## src/rtl/itch_pkg.sv

```systemverilog
// Shared ITCH definitions: framer state encoding, message type codes and
// payload field offsets.
package itch_pkg;

   typedef enum logic [1:0] {
      IDLE    = 2'd0,
      PAYLOAD = 2'd1,
      DISCARD = 2'd2
   } state_t;

   localparam logic [7:0] ITCH_TYPE_ADD       = 8'h41;
   localparam logic [7:0] ITCH_TYPE_DELETE    = 8'h44;
   localparam logic [7:0] ITCH_TYPE_EXECUTED  = 8'h45;
   localparam logic [7:0] ITCH_TYPE_SYSTEM    = 8'h53;

   localparam int unsigned STOCK_LOCATE_OFS = 0;

endpackage

```

## src/rtl/itch_byte_counter.sv

```systemverilog
// Payload byte counter: cleared on header accept, advanced per consumed byte,
// flags the final byte of the message (count == len-1).
module itch_byte_counter #(
   parameter int unsigned CNT_W = 16
) (
   input  logic             clk,
   input  logic             rst_n,
   input  logic             load,
   input  logic             enable,
   input  logic [CNT_W-1:0] len,
   output logic [CNT_W-1:0] count,
   output logic             last
);

   always_ff @(posedge clk or negedge rst_n) begin
      if (!rst_n)
         count <= '0;
      else if (load)
         count <= '0;
      else if (enable)
         count <= count + CNT_W'(1);
   end

   assign last = (count == (len - CNT_W'(1)));

endmodule

```

## src/rtl/itch_payload_framer.sv

```systemverilog
// Frames ITCH message payloads following a header pulse: tags bytes with
// type/sop/eop/index, captures stock locate, discards bad-length messages.
module itch_payload_framer
   import itch_pkg::*;
#(
   parameter int unsigned MAX_LEN = 64,
   parameter int unsigned CNT_W   = 16
) (
   input  logic        clk,
   input  logic        rst_n,
   input  logic [7:0]  rx_data,
   input  logic        rx_valid,
   input  logic [7:0]  hdr_type,
   input  logic [15:0] hdr_len,
   input  logic        hdr_valid,
   output logic [7:0]  pl_data,
   output logic        pl_valid,
   output logic        pl_sop,
   output logic        pl_eop,
   output logic [15:0] pl_idx,
   output logic [7:0]  pl_type,
   output logic [15:0] stock_locate,
   output logic        msg_done,
   output logic        err_oversize,
   output logic        err_zero_len,
   output logic        err_overlap,
   output logic        busy
);

   state_t           state, state_n;
   logic [CNT_W-1:0] len_q;
   logic [CNT_W-1:0] cnt;
   logic             cnt_last;
   logic             hdr_zero, hdr_big, hdr_take, byte_take;

   logic [7:0]  pl_data_n, pl_type_n;
   logic [15:0] pl_idx_n, stock_locate_n;
   logic        pl_valid_n, pl_sop_n, pl_eop_n, msg_done_n;
   logic        err_oversize_n, err_zero_len_n, err_overlap_n, busy_n;

   assign hdr_zero  = (hdr_len == 16'd0);
   assign hdr_big   = (32'(hdr_len) > MAX_LEN);
   assign hdr_take  = (state == IDLE) && hdr_valid && !hdr_zero;
   assign byte_take = (state != IDLE) && rx_valid;

   itch_byte_counter #(.CNT_W(CNT_W)) u_cnt (
      .clk    (clk),
      .rst_n  (rst_n),
      .load   (hdr_take),
      .enable (byte_take),
      .len    (len_q),
      .count  (cnt),
      .last   (cnt_last)
   );

   always_ff @(posedge clk or negedge rst_n) begin
      if (!rst_n) begin
         state <= IDLE;
         len_q <= '0;
      end else begin
         state <= state_n;
         if (hdr_take)
            len_q <= CNT_W'(hdr_len);
      end
   end

   always_comb begin
      state_n = state;
      case (state)
         IDLE: begin
            if (hdr_valid && !hdr_zero)
               state_n = hdr_big ? DISCARD : PAYLOAD;
         end
         PAYLOAD, DISCARD: begin
            if (rx_valid && cnt_last)
               state_n = IDLE;
         end
         default: state_n = IDLE;
      endcase
   end

   always_comb begin
      pl_data_n      = '0;
      pl_valid_n     = 1'b0;
      pl_sop_n       = 1'b0;
      pl_eop_n       = 1'b0;
      pl_idx_n       = '0;
      pl_type_n      = pl_type;
      stock_locate_n = stock_locate;
      msg_done_n     = 1'b0;
      err_oversize_n = 1'b0;
      err_zero_len_n = (state == IDLE) && hdr_valid && hdr_zero;
      err_overlap_n  = (state != IDLE) && hdr_valid;
      busy_n         = (state_n != IDLE);
      if (hdr_take) begin
         err_oversize_n = hdr_big;
         if (!hdr_big)
            pl_type_n = hdr_type;
      end
      if (state == PAYLOAD && rx_valid) begin
         pl_data_n  = rx_data;
         pl_valid_n = 1'b1;
         pl_idx_n   = 16'(cnt);
         pl_sop_n   = (cnt == '0);
         pl_eop_n   = cnt_last;
         msg_done_n = cnt_last;
         // Byte 0 also clears the low half so a 1-byte message leaves it 0.
         if (cnt == CNT_W'(STOCK_LOCATE_OFS))
            stock_locate_n = {rx_data, 8'h00};
         else if (cnt == CNT_W'(STOCK_LOCATE_OFS + 1))
            stock_locate_n = {stock_locate[15:8], rx_data};
      end
   end

   always_ff @(posedge clk or negedge rst_n) begin
      if (!rst_n) begin
         pl_data      <= '0;
         pl_valid     <= 1'b0;
         pl_sop       <= 1'b0;
         pl_eop       <= 1'b0;
         pl_idx       <= '0;
         pl_type      <= '0;
         stock_locate <= '0;
         msg_done     <= 1'b0;
         err_oversize <= 1'b0;
         err_zero_len <= 1'b0;
         err_overlap  <= 1'b0;
         busy         <= 1'b0;
      end else begin
         pl_data      <= pl_data_n;
         pl_valid     <= pl_valid_n;
         pl_sop       <= pl_sop_n;
         pl_eop       <= pl_eop_n;
         pl_idx       <= pl_idx_n;
         pl_type      <= pl_type_n;
         stock_locate <= stock_locate_n;
         msg_done     <= msg_done_n;
         err_oversize <= err_oversize_n;
         err_zero_len <= err_zero_len_n;
         err_overlap  <= err_overlap_n;
         busy         <= busy_n;
      end
   end

endmodule
```

## config.mk

```make
export PLATFORM = sky130hd
export DESIGN_NAME = itch_payload_framer
export DESIGN_NICKNAME = d
export VERILOG_FILES = /design/src/rtl/itch_pkg.sv /design/src/rtl/itch_byte_counter.sv /design/src/rtl/itch_payload_framer.sv
export SDC_FILE = /design/constraint.sdc
export NUM_CORES = 1
export LEC_CHECK = 0
export ABC_AREA = 1
export BUFFER_PORTS_ARGS = -buffer_cell sky130_fd_sc_hd__buf_2
export CELL_PAD_IN_SITES_DETAIL_PLACEMENT = 0
export CELL_PAD_IN_SITES_GLOBAL_PLACEMENT = 1
export CORE_UTILIZATION = 40
export CTS_CLUSTER_SIZE = 20
export DETAILED_ROUTE_END_ITERATION = 7
export PLACE_DENSITY_LB_ADDON = 0.1
export SLEW_MARGIN = 40
export SYNTH_ARGS = -nofsm -noshare
export SYNTH_HDL_FRONTEND = slang
export SYNTH_SLANG_ARGS = --single-unit
```

## constraint.sdc

```tcl
create_clock -name clk -period 2.5 [get_ports clk]
set_input_delay 0.25 -clock clk [delete_from_list [all_inputs] [get_ports clk]]
set_output_delay 0.25 -clock clk [all_outputs]
set_load 0.01 [all_outputs]
```

==> impl_metrics.json <==
{
  "outcome": "complete, no violations",
  "fin_tns_setup_ns": 0,
  "cp_common_cell": "nand2_1",
  "synthesis.area_um2": 4240,
  "reg2regPathDepth": 11,
  "io_buffers": 91,
  "ys_types": 34,
  "grt_overflow": 0,
  "worstSetupStartpointType": "register",
  "drt-wirelength-per-cell_um": 13.2,
  "leakagePower_nw": 2.85,
  "ys_seq_elements": 89,
  "skew_ns": 0.00852,
  "tightest_slew_ns": 0.782,
  "postSynthCellCount": 515,
  "antenna_left": 0,
  "synth_fp_nets": 558,
  "crit_slowest_cell": "dfrtp_1",
  "seqPwrFrac_pct": 42.8,
  "p_per_area_nw_per_um2": 817,
  "syn_avg_cell_area_um2": 8.24,
  "vias": 3568,
  "final_area_um2": 5080,
  "maxSlewHeadroom_pct": 47.8,
  "critical_path_arrival_ns": 2.41,
  "critical_path_buf_inv_count": 2,
  "worstSetupEndpointType": "register",
  "dr.first_iter.drc_count": 154,
  "cts-resized-gates": 0,
  "fmax_mhz": 468,
  "dieArea_um2": 11000,
  "post-route-drc-count": 0,
  "die_height_um": 105,
  "synthToLayoutAreaGrowth_pct": 19.8,
  "ys_warn_count": 0,
  "rsz0062_at_grt": "false",
  "holdPathStages": 3,
  "first_global_vias": 3521,
  "clock_sinks": 89,
  "final_common_cell": "nand2_1",
  "slowest_delay_ns": 0.42,
  "p_int_mw": 2.56,
  "cap_violations": 0,
  "nNetsFinal": 655,
  "wl_mm": 9.91,
  "first_pass_iters": 6,
  "yosys.area.top_type": "dfrtp_1",
  "clockRootBuffer": "clkbuf_8",
  "crit_family": "simple AND/OR/NAND/NOR gates",
  "clk_pin_slew_ns": 0.09,
  "layout-drive-gt1-share_pct": 21.1,
  "p_sw_share_pct": 38.4,
  "layout_common_cells": "nand2_1, buf_2, dfrtp_1",
  "setup_viol": 0,
  "cts.htree.levels": 3,
  "antenna_cells": 0,
  "grt_max_degree": 63,
  "crit_chain": "inv_1 -> ha_1 -> inv_2 -> nand2_2 -> nor3_4 -> nand2_1 -> nor3_2 -> nand2_1 -> nor2_2 -> a21oi_1 -> a211oi_1",
  "core-area_um2": 10300,
  "peakVddDrop_mv": 0.332,
  "place_area_um2": 4860,
  "crit_required_ns": 2.77,
  "dp_hpwl_mm": 7.53,
  "start_util_pct": 41.1,
  "grt_pass1_wl_mm": 16.7,
  "cts.path.max_buffers": 2,
  "num_io_pins": 92,
  "drv_slew": 0,
  "path_depth": 11,
  "finalHoldViolCount": 0,
  "hold_class": "input pin to register",
  "antenna_found_initial": 0,
  "clk_latency_ns": 0.36,
  "synthTopCellsByArea": "dfrtp_1, nand2_1, inv_1",
  "die_w_um": 105,
  "viasPerCell": 4.74,
  "p_clk_share_pct": 25.5,
  "row_count": 37,
  "p_sw_mw": 1.59,
  "min_period_over_period_pct": 85.4,
  "crit_type": "register to register",
  "cts_tree": "built",
  "worst-path-max-fanout": 6,
  "fin_crit_ns": 2.14,
  "cts_buffers": 9,
  "yosysSeqAreaShare_pct": 52.5,
  "synth_top_area_share_pct": 52.5,
  "routabilityCongestion": 0.821,
  "p_comb_share_pct": 31.8,
  "gr-usage-all-layers_pct": 19.2
}
## per-stage QoR
step           util, %  instances  hold WS [ns]  power [mW]  worst slack, ns
6_report          49.2        753        0.0849        4.15            0.364
5_1_grt           49.2        753        0.0729        4.48            0.183
4_1_cts           49.2        753        0.0688        4.20            0.354
3_5_place_dp      47.1        736         0.196        3.12            0.413
3_3_place_gp      47.1        736         0.189        3.11            0.433
2_1_floorplan        -        515       -0.0456        2.75            0.725
## sequential cells by signal (all words and copies together) (netlist names)
| register | flops |
|---|---|
| pl_idx | 16 |
| err_oversize | 1 |
| pl_valid | 1 |
| msg_done | 1 |
| stock_locate | 16 |
| err_overlap | 1 |
| state | 2 |
| pl_data | 8 |
| pl_type | 8 |
| err_zero_len | 1 |
| pl_sop | 1 |
| len_q | 16 |
| busy | 1 |
| u_cnt.count | 16 |
## final timing paths
| check | end | from | slack, ns |
|---|---|---|---|
| worst max-delay path | u_cnt.count[14] | state[0] | 0.36 |
| worst min-delay path | pl_type[6] | hdr_type[6] | 0.08 |
| worst max register to register | u_cnt.count[14] | state[0] | 0.36 |
| worst min register to register | pl_type[2] | pl_type[2] | 0.47 |
| max in group asynchronous | len_q[2] | rst_n | 1.52 |
| min in group asynchronous | pl_data[7] | rst_n | 0.33 |
## cell usage after synthesis, drive strengths merged
master / instances
nand4: 4
a21oi: 6
xnor2: 4
nand3: 21
a211oi: 2
nor3: 13
nor4: 2
a221oi: 1
nor2: 69
ha: 7
o21a: 1
xnor3: 1
dfrtp: 89
xor2: 7
o21ai: 50
buf: 4
clkbuf: 6
o21bai: 1
o2111ai: 1
clkinv: 1
a31oi: 1
nand3b: 3
inv: 69
nand2: 152
## power by group through the flow
stage / clock network (mW) / registers [mW] / logic [mW]
final: 1.06 / 1.78 / 1.32
after global routing: 1.15 / 1.80 / 1.53
after detailed placement: 0 / 1.80 / 1.32
after global placement: 0 / 1.80 / 1.30
after floorplan: 0 / 1.77 / 0.978
after CTS: 1.09 / 1.77 / 1.33
## cell families after synthesis
group                    Yosys count  share of synthesized area [%]
AND/OR/NAND/NOR                  264                           27.3
flip-flops                        89                           52.5
buffers and inverters             80                           7.37
AO/OA/AOI/OAI                     63                           7.96
XOR/XNOR                          12                           2.80
adder cells (fa/ha/maj)            7                           2.06
## worst min-delay path, stage by stage
cell,delay [ns]
buf_2,0.07
nand2_1,0.04
nand2_1,0.05
## repair_timing
item	CTS	global route
hold buffers	1	0
buffers inserted	0	0
endpoints found under the hold margin	27	0
## final cells by class
type	instances	area, µm²
repair buffers	96	510
clock inverters	6	72.6
flip-flops and latches	89	2230
fillers	1071	5240
clock buffers	10	138
well taps	136	170
multi-input cells	346	1700
inverters	70	263
## routing by layer
layer | share of wire [%] | vias to the layer above | GRT usage [%]
met4 | 2.0 | 0 | 8.65
met5 | 0 | - | 0
met1 | 52 | 1660 | 27.3
li1 | - | 1803 | -
met3 | 3.8 | 13 | 2.87
met2 | 42 | 92 | 28.9
Note: power is estimated with default switching activity, not from simulation.
